===== config.mk =====
export PLATFORM = sky130hd
export DESIGN_NAME = subway_map_ram
export DESIGN_NICKNAME = d
export VERILOG_FILES = /design/src/rtl/subway_map_ram.sv
export SDC_FILE = /design/constraint.sdc
export NUM_CORES = 1
export LEC_CHECK = 0
export CAP_MARGIN = 20
export CORE_ASPECT_RATIO = 1.75
export CORE_MARGIN = 1.5
export CORE_UTILIZATION = 46
export CTS_BUF_LIST = sky130_fd_sc_hd__clkbuf_8
export DETAILED_ROUTE_END_ITERATION = 7
export DONT_BUFFER_PORTS = 1
export MAX_ROUTING_LAYER = met4
export SLEW_MARGIN = 30
export SYNTH_ARGS = -nofsm -noshare
export SYNTH_HDL_FRONTEND = slang
export SYNTH_SLANG_ARGS = --single-unit
export TNS_END_PERCENT = 1

===== constraint.sdc =====
create_clock -name clk -period 2.5 [get_ports clk]
set_input_delay 0.5 -clock clk [delete_from_list [all_inputs] [get_ports clk]]
set_output_delay 0.5 -clock clk [all_outputs]
set_load 0.01 [all_outputs]

===== src/rtl/subway_map_ram.sv =====
// ============================================================================
//  Module      : subway_map_ram
//  Description : LANES x COLS x 2-bit map store; one full column written per
//                cycle, asynchronous (lane, column) read.
//  Revision    : 1.0  initial release
// ============================================================================
`default_nettype none

module subway_map_ram #(
   parameter int COLS  = 64,
   parameter int LANES = 4
) (
   input  logic                       clk,
   input  logic                       i_wr_en,
   input  logic [$clog2(COLS)-1:0]    i_wr_col,
   input  logic [LANES-1:0][1:0]      i_wr_cells,
   input  logic [$clog2(LANES)-1:0]   i_rd_lane,
   input  logic [$clog2(COLS)-1:0]    i_rd_col,
   output logic [1:0]                 o_rd_cell
);

   logic [LANES-1:0][1:0] w_lane_cells;

   generate
      for (genvar g = 0; g < LANES; g++) begin : g_lane
         logic [1:0] r_col_mem [COLS];

         always_ff @(posedge clk) begin
            if (i_wr_en) begin
               r_col_mem[i_wr_col] <= i_wr_cells[g];
            end
         end

         assign w_lane_cells[g] = r_col_mem[i_rd_col];
      end
   endgenerate

   assign o_rd_cell = w_lane_cells[i_rd_lane];

endmodule

`default_nettype wire


==> impl_metrics.yaml, run 1 <==
power_and_ir_drop:
  ir_drop_v: 0.000379
  power.total_uw: 15900
  power_leakage_uw: 0.00746
  p_per_area_nw_per_um2: 694
synthesis:
  yosysSeqAreaShare: 0.755
  syn_avg_cell_area_um2: 20.7
  ys_top_cells_by_area: "edfxtp_1 (76%), mux4_2 (9.5%), mux2i_1 (3.0%)"
  ys_ff_latch: 512
  synth_cells: 985
  synth_most_common_cell: "edfxtp_1"
  synth_top_area_frac: 0.755
  synth_area_um2: 20400
  synth_edf_count: 512
  synth_ff_type: "edfxtp_1"
  synth_common_cells: "edfxtp_1 (512), mux4_2 (86), nor2_1 (65), mux2i_1 (61), nand2_1 (22)"
  synth_top_cell_by_area: "edfxtp_1"
  async_flop_share: 0
  synth_cell_types: 54
  yosysWarnings: 0
  syn-num-nets: 1009
global_route:
  grt_pass1_vias: 10429
  grt_use_total: 0.222
  antenna_found_initial: 1
  grt_max_degree: 159
  grt_pass1_wl_mm: 69.2
  grt_overflow: 0
critical_path:
  crit_path_end_kind: "primary output"
  path_max_fanout: 1
  crit_required_ns: 2.00
  endpoint: "o_rd_cell[1]"
  cp.arrival_ns: 2.58
  setup.worst_path.class: "flop to primary output"
  startpoint: "g_lane[0].r_col_mem[11][1]"
  startpoint_type: "flop"
routing:
  drt_pass1_iterations: 6
  vias_per_cell: 5.89
  drt_wl_total_mm: 47.6
  wl_per_cell_um: 27.6
  vias: 10155
  drc_errors: 0
  drt_iter0_drc: 856
  antenna_left: 0
sta:
  slew_viol_final: 0
  tightest_slew_ns: 0.659
  rsz0062_at_grt: "true"
  worst_slack_ns: -0.580
  fin_crit_ns: 3.08
  clock.fmax_ghz: 0.325
  fin_hold_ws_ns: 0.234
  finalHoldViolCount: 0
  slew_headroom: 0.560
  setup_viol: 2
  fin_setup_tns_ns: -1.11
  post-route-period-util: 1.23
run:
  maxCapViolCount: 0
clock_network:
  clockBufferDepth: 3
  cts_root_buffer: "clkbuf_8"
  clk_pin_slew_worst_paths_ns: 0.06
  clkSinkCount: 512
  cts_setup_buffers: 0
  cts_buffers: 71
  htree_levels: 3
  tritoncts: "done"
final_layout:
  stdcell_area_um2: 22900
  reg_top3: "g_lane.r_col_mem (512)"
  final_layout_size_suffix_gt1_frac: 0.268
  largest_register_ffs: 512
  area_growth_pct: 12.7
  largest_register: "g_lane.r_col_mem"
  layout.nets: 1138
outcome:
  status: "finished with violations"
  violations: "setup timing"
hold_path:
  hold_class: "input pin to flop"
floorplan:
  core_area_um2: 43500
  dieArea_um2: 45600
  die_w_um: 162
  ios: 26
  core.rowCount: 101
  die_h_um: 281
  start_util: 0.468
placement:
  post-dp-hpwl_mm: 29.1
  placed_cell_area_um2: 21400
  io_buffers: 0
  gp_congestion: 0.891
[worst max-delay path, stage by stage, from the launching register on]
cell and delay (ns):
edfxtp_1 0.37, mux4_2 0.47, a22o_1 0.25, a2111oi_4 0.29, o31ai_4 0.15, o22ai_2 0.17, a311oi_2 0.08, buf_4 0.17
[cells in the final DEF, fill, tap and decap left out, types with 6 or more instances in the layout]
| cell | n |
|---|---|
| mux2_2 | 8 |
| o22ai_1 | 7 |
| a211oi_2 | 6 |
| mux2i_1 | 61 |
| clkinv_1 | 14 |
| nand2_1 | 22 |
| buf_16 | 8 |
| edfxtp_1 | 512 |
| a21oi_1 | 9 |
| clkbuf_8 | 73 |
| o21ai_0 | 8 |
| nor2b_1 | 7 |
| o221ai_1 | 16 |
| nand3_1 | 11 |
| inv_1 | 27 |
| mux4_2 | 87 |
| buf_4 | 101 |
| o21ai_1 | 9 |
| mux4_1 | 15 |
| nor3_1 | 8 |
| a221oi_1 | 7 |
| nor2_1 | 65 |
| a22o_1 | 8 |
[logic make-up (layout without fill, tap and decap cells)]
group,after synthesis,count (layout),synth area share
multiplexers,171,171,0.150
AO/OA/AOI/OAI,107,107,0.0400
other,0,1,0
flip-flops,512,512,0.755
buffers and inverters,63,236,0.0250
AND/OR/NAND/NOR,132,132,0.0294
[how the worst min path moves through the flow]
stage	startpoint	to	slack (ns)	depth (start not counted)
finish	i_wr_cells[6]	g_lane[3].r_col_mem[11][0]	0.23	1
global route	i_wr_col[1]	g_lane[3].r_col_mem[15][0]	0.24	2
detailed placement	i_wr_cells[0]	g_lane[0].r_col_mem[50][0]	0.60	0
CTS	i_wr_col[1]	g_lane[3].r_col_mem[15][0]	0.22	2
global placement	i_wr_cells[6]	g_lane[3].r_col_mem[10][0]	0.60	0
floorplan	i_wr_cells[0]	g_lane[0].r_col_mem[0][0]	0.60	0
[power by group]
part	total (uW)	switching, uW	internal (uW)
clock	5610	2920	2690
combinational	805	432	374
sequential	9510	11.5	9500
total	15900	3360	12600
[layout make-up]
| cell class | instances | area (um2) |
|---|---|---|
| timing repair buffer | 113 | 1050 |
| multi-input combinational | 410 | 4600 |
| clock buffer | 73 | 1000 |
| fill | 3500 | 20500 |
| tap | 566 | 708 |
| sequential | 512 | 15400 |
| clock inverter | 44 | 184 |
| inverter | 6 | 22.5 |
| antenna | 1 | 2.50 |
[per-layer routing]
| metal | part of all wire | vias up | GRT usage |
|---|---|---|---|
| li1 | - | 4383 | - |
| met1 | 0.38 | 5412 | 0.254 |
| met2 | 0.54 | 288 | 0.389 |
| met3 | 0.054 | 72 | 0.0443 |
| met4 | 0.027 | 0 | 0.0781 |
| met5 | 0 | - | - |
[through the flow]
step	cells	setup WS, ns	util
3_3_place_gp	1599	-0.418	0.493
4_1_cts	1724	-0.624	0.528
2_1_floorplan	985	-0.132	-
3_5_place_dp	1599	-0.429	0.493
6_report	1725	-0.580	0.528
5_1_grt	1725	-0.674	0.528
[what timing repair did]
item	in CTS	in global routing
resized for setup	20	2
hold endpoints to repair	509	0
pin swaps	15	1
endpoints found under the setup margin	2	2
hold buffers	9	0
cloned	0	0
No activity file was read; power rests on OpenSTA's default activity.
==> run 2, diff against run 1 <==
- CORE_ASPECT_RATIO: 1.75 -> 1.4
- GPL_TIMING_DRIVEN: unset -> 0
==> run 2 against run 1 <==
Against the previous run:
- the run still ends with setup timing left
- non-clock buffer count down 36
- worst setup slack worse by 0.13 ns
- via count up 3.3%
- core utilization down 0.50 points
==> impl_metrics.yaml, run 2 (synthesized netlist as in run 1, its figures left out) <==
final_layout:
  num-fill-cells: 3401
  layout.nets: 1105
  largest_register: "g_lane.r_col_mem"
  final_cells: 1691
  layout_commonest_cell: "edfxtp_1"
  final_util: 0.523
  stdcell_area_um2: 22900
  reg_top3: "g_lane.r_col_mem (512)"
  area_growth_pct: 12.6
  final_layout_size_suffix_gt1_frac: 0.246
  layout_common_cells: "edfxtp_1 (512), mux4_2 (87), clkbuf_8 (82)"
  largest_register_ffs: 512
clock_network:
  clk_pin_slew_worst_paths_ns: 0.06
  clkSinkCount: 512
  clockBufferDepth: 3
  htree_levels: 3
  cts_root_buffer: "clkbuf_8"
  tritoncts: "done"
  cts_buffers: 74
global_route:
  grt_overflow: 0
  grt_pass1_wl_mm: 77.9
  antenna_found_initial: 5
  grt_pass1_vias: 10676
  grt_use_total: 0.255
  grt_max_degree: 65
critical_path:
  path_max_fanout: 10
  crit_slowest_cell: "buf_2"
  crit_path_end_kind: "primary output"
  worstPathCellList: "buf_2, buf_2, mux4_2, mux2i_1, o21ai_0, a32oi_1, a211oi_4"
  endpoint: "o_rd_cell[0]"
  startpoint: "i_rd_col[3]"
  setup.worst_path.class: "input pin to primary output"
  cp.arrival_ns: 2.71
  slowest_delay_ns: 0.47
  crit_required_ns: 2.00
  startpoint_type: "input pin"
  path_common_cell: "buf_2"
  crit_buf_inv: 2
  cp_top_family: "buffers and inverters"
  cp_num_cells: 7
floorplan:
  ios: 26
  start_util: 0.464
  die_h_um: 252
  core_area_um2: 43800
  dieArea_um2: 45500
  core.rowCount: 91
  die_w_um: 181
routing:
  drt_iter0_drc: 1102
  routed-wl-met3_mm: 3.75
  dr.max_layer_used: "met4"
  vias_per_cell: 6.20
  antenna_left: 0
  drt_wl_total_mm: 54.8
  drt_pass1_iterations: 8
  vias: 10487
  drc_errors: 0
  wl_per_cell_um: 32.4
  drt-met1-wl_mm: 20.8
  met2_length_mm: 28.3
sta:
  slew_viol_final: 0
  post-route-period-util: 1.29
  finalHoldViolCount: 0
  tightest_slew_ns: 1.01
  rsz0062_at_grt: "true"
  slew_headroom: 0.326
  fin_crit_ns: 3.21
  setup_viol: 2
  clock.fmax_ghz: 0.311
  fin_setup_tns_ns: -1.40
  worst_slack_ns: -0.713
placement:
  post-dp-hpwl_mm: 35.0
  gp_congestion: 0.905
  io_buffers: 0
  pre_cts_ws_ns: -1.57
  placed_cell_area_um2: 21200
  dp.cells: 1552
outcome:
  status: "finished with violations"
  violations: "setup timing"
power_and_ir_drop:
  p_per_area_nw_per_um2: 722
  power_leakage_uw: 0.00732
  ir_drop_v: 0.000390
hold_path:
  hold_class: "input pin to flop"
run:
  maxCapViolCount: 0
==> run 2: cell types whose count changed in the layout (fill, tap and decap cells not counted), moves of 7 or more <==
cell	before	now
nor3_2	0	8
nor2_1	65	58
nor2_2	0	7
nor3_1	8	0
buf_12	3	11
inv_1	27	34
buf_6	0	11
clkbuf_1	0	14
buf_4	101	12
buf_2	0	8
clkbuf_8	73	82
==> run 2: per-layer routing <==
metal | global-route usage | up-vias
met3 | 0.0432 | 105
met5 | - | -
met1 | 0.309 | 5557
met4 | 0.105 | 0
met2 | 0.427 | 496
li1 | - | 4329
==> run 2: per-stage QoR <==
stage | hold slack, ns | power (uW)
after floorplan | 0.599 | 10300
after global placement | 0.604 | 10600
after detailed placement | 0.605 | 10600
after CTS | 0.228 | 16600
after global routing | 0.242 | 17000
final | 0.250 | 16500
==> run 2: how the worst min path moves through the flow <==
stage | start | to | slack [ns] | cells after the start
finish | i_wr_cells[7] | g_lane[3].r_col_mem[9][1] | 0.25 | 1
global route | i_wr_cells[7] | g_lane[3].r_col_mem[9][1] | 0.24 | 1
CTS | i_wr_cells[3] | g_lane[1].r_col_mem[45][1] | 0.23 | 1
detailed placement | i_wr_cells[2] | g_lane[1].r_col_mem[2][0] | 0.60 | 0
global placement | i_wr_cells[1] | g_lane[0].r_col_mem[1][1] | 0.60 | 0
floorplan | i_wr_cells[0] | g_lane[0].r_col_mem[0][0] | 0.60 | 0
==> run 2: area by class of cell <==
type	count	area, um2	area share
multi-input combinational	410	4670	0.204
sequential	512	15400	0.671
inverter	6	22.5	0.000983
clock inverter	44	170	0.00743
antenna	5	12.5	0.000546
buffer	57	569	0.0248
timing repair buffer	20	313	0.0137
clock buffer	79	1090	0.0474
tap	558	698	0.0305
==> run 2: what timing repair did <==
item | in CTS | in global routing
gates resized for setup | 30 | 21
pin swaps | 4 | 3
endpoints found under the setup margin | 2 | 2
setup buffers | 3 | 0
hold endpoints to repair | 512 | 0
hold buffers | 8 | 0
==> run 2: power by group <==
| group | switching [uW] | internal, uW |
|---|---|---|
| Combinational | 692 | 402 |
| Clock | 3060 | 2880 |
| Sequential | 12.1 | 9500 |
| Total | 3760 | 12800 |
==> run 3, diff against run 2 <==
- clock period: 2.5 -> 3.9 ns (I/O delays scaled with it)
==> run 3 against run 2 <==
Against the previous run:
- highest routed layer unchanged
- final cell count is 0.12% higher
- count of clock-buffer cells in the layout is 2 lower
- the run still ends with setup timing left
- flip-flop and latch count unchanged
==> impl_metrics.yaml, run 3 (synthesized netlist as in run 1, its figures left out) <==
final_layout:
  largest_register_ffs: 512
  area_growth_pct: 11.1
  final_layout_size_suffix_gt1_frac: 0.231
  final_util: 0.516
  final_cells: 1693
  largest_register: "g_lane.r_col_mem"
  layout_commonest_cell: "edfxtp_1"
  layout_common_cells: "edfxtp_1 (512), mux4_2 (86), clkbuf_8 (79)"
  reg_top3: "g_lane.r_col_mem (512)"
  stdcell_area_um2: 22600
  layout.nets: 1099
hold_path:
  min_to: "g_lane[1].r_col_mem[45][1]"
  worstHoldStart: "i_wr_cells[3]"
  hold_class: "input pin to flop"
  worstHoldPathCells: 0
sta:
  fin_setup_tns_ns: -0.0286
  clock.fmax_ghz: 0.255
  finalHoldViolCount: 0
  setup_viol: 1
  fin_crit_ns: 3.93
  slew_viol_final: 0
  rsz0062_at_grt: "false"
  slew_headroom: 0.320
  worst_slack_ns: -0.0286
  tightest_slew_ns: 1.02
  post-route-period-util: 1.01
routing:
  drt_wl_total_mm: 53.6
  drt_pass1_iterations: 5
  vias: 10305
  wl_per_cell_um: 31.7
  drt_iter0_drc: 1157
  vias_per_cell: 6.09
  antenna_left: 0
  drc_errors: 0
placement:
  post-dp-hpwl_mm: 34.7
  io_buffers: 0
  pre_cts_ws_ns: -0.629
  placed_cell_area_um2: 21200
  gp_congestion: 0.896
  dp.cells: 1552
floorplan:
  die_w_um: 181
  ios: 26
  start_util: 0.464
  core_area_um2: 43800
  core.rowCount: 91
  die_h_um: 252
  dieArea_um2: 45500
clock_network:
  clockBufferDepth: 3
  cts_root_buffer: "clkbuf_8"
  clk_pin_slew_worst_paths_ns: 0.06
  clkSinkCount: 512
  ctsHoldBuffers: 0
  cts_buffers: 75
  htree_levels: 3
  tritoncts: "done"
power_and_ir_drop:
  power_leakage_uw: 0.00720
  p_per_area_nw_per_um2: 466
  ir_drop_v: 0.000257
run:
  maxCapViolCount: 0
global_route:
  grt_max_degree: 65
  grt_use_met3: 0.0504
  grt_pass1_vias: 10574
  grt.busiest_layer: "met2"
  grt_pass1_wl_mm: 75.8
  grt_util_met2: 0.412
  antenna_found_initial: 7
  grt_overflow: 0
  grt_use_total: 0.250
  grt_util_met1: 0.290
outcome:
  status: "finished with violations"
  violations: "setup timing"
critical_path:
  setup.worst_path.class: "input pin to primary output"
  crit_path_end_kind: "primary output"
  path_max_fanout: 10
  crit_required_ns: 3.12
  startpoint_type: "input pin"
  worstPathCellList: "buf_2, buf_6, nand3_4, clkbuf_4, o221ai_1, a211oi_1, o21ai_0, a31oi_1, a211oi_2"
  crit_slowest_cell: "a211oi_2"
  cp.arrival_ns: 3.15
  crit_buf_inv: 3
  slowest_delay_ns: 0.39
  cp_top_family: "compound AO/OA/AOI/OAI gates"
## run 3: per-stage QoR
step,hold slack (ns),power [uW]
finish,0.223,10500
global route,0.203,10800
CTS,0.202,10600
detailed placement,0.883,6770
global placement,0.884,6760
floorplan,0.879,6570
## run 3: layer usage
| layer | wire length (um) | share of wire |
|---|---|---|
| met2 | 27300 | 0.51 |
| met1 | 20000 | 0.37 |
| met4 | 2570 | 0.048 |
| met3 | 3780 | 0.070 |
| met5 | 0 | 0 |
## run 3: worst max-delay path by stage
stage,from,to,slack [ns],cells past startpoint
final,i_rd_col[1],o_rd_cell[0],-0.03,9
after global routing,i_rd_col[0],o_rd_cell[0],0.00003,9
after CTS,i_rd_col[1],o_rd_cell[1],-0.02,8
after detailed placement,i_rd_col[1],o_rd_cell[0],-0.63,9
after global placement,i_rd_col[1],o_rd_cell[0],-0.65,9
after floorplan,i_rd_col[0],o_rd_cell[0],0.68,8
## run 3: report_power, final
part           leakage, uW  switching, uW  total (uW)  internal (uW)
Clock             0.000760           1990        3880           1900
Sequential         0.00461           7.69        6100           6090
Combinational      0.00184            343         565            222
## run 3: cell type report
type                    count  area (um2)
diodes                      7        17.5
plain buffers              57         522
clock buffers              77        1060
clock inverters            53         250
fillers                  3469       21200
inverters                   6        22.5
multi-input cells         410        4570
flip-flops and latches    512       15400
well taps                 558         698
repair buffers             13        96.3
## run 3: what timing repair did
action | CTS | global route
pin swaps | 2 | 2
endpoints found under the setup margin | 2 | 2
setup buffers | 4 | 0
resized for setup | 17 | 6
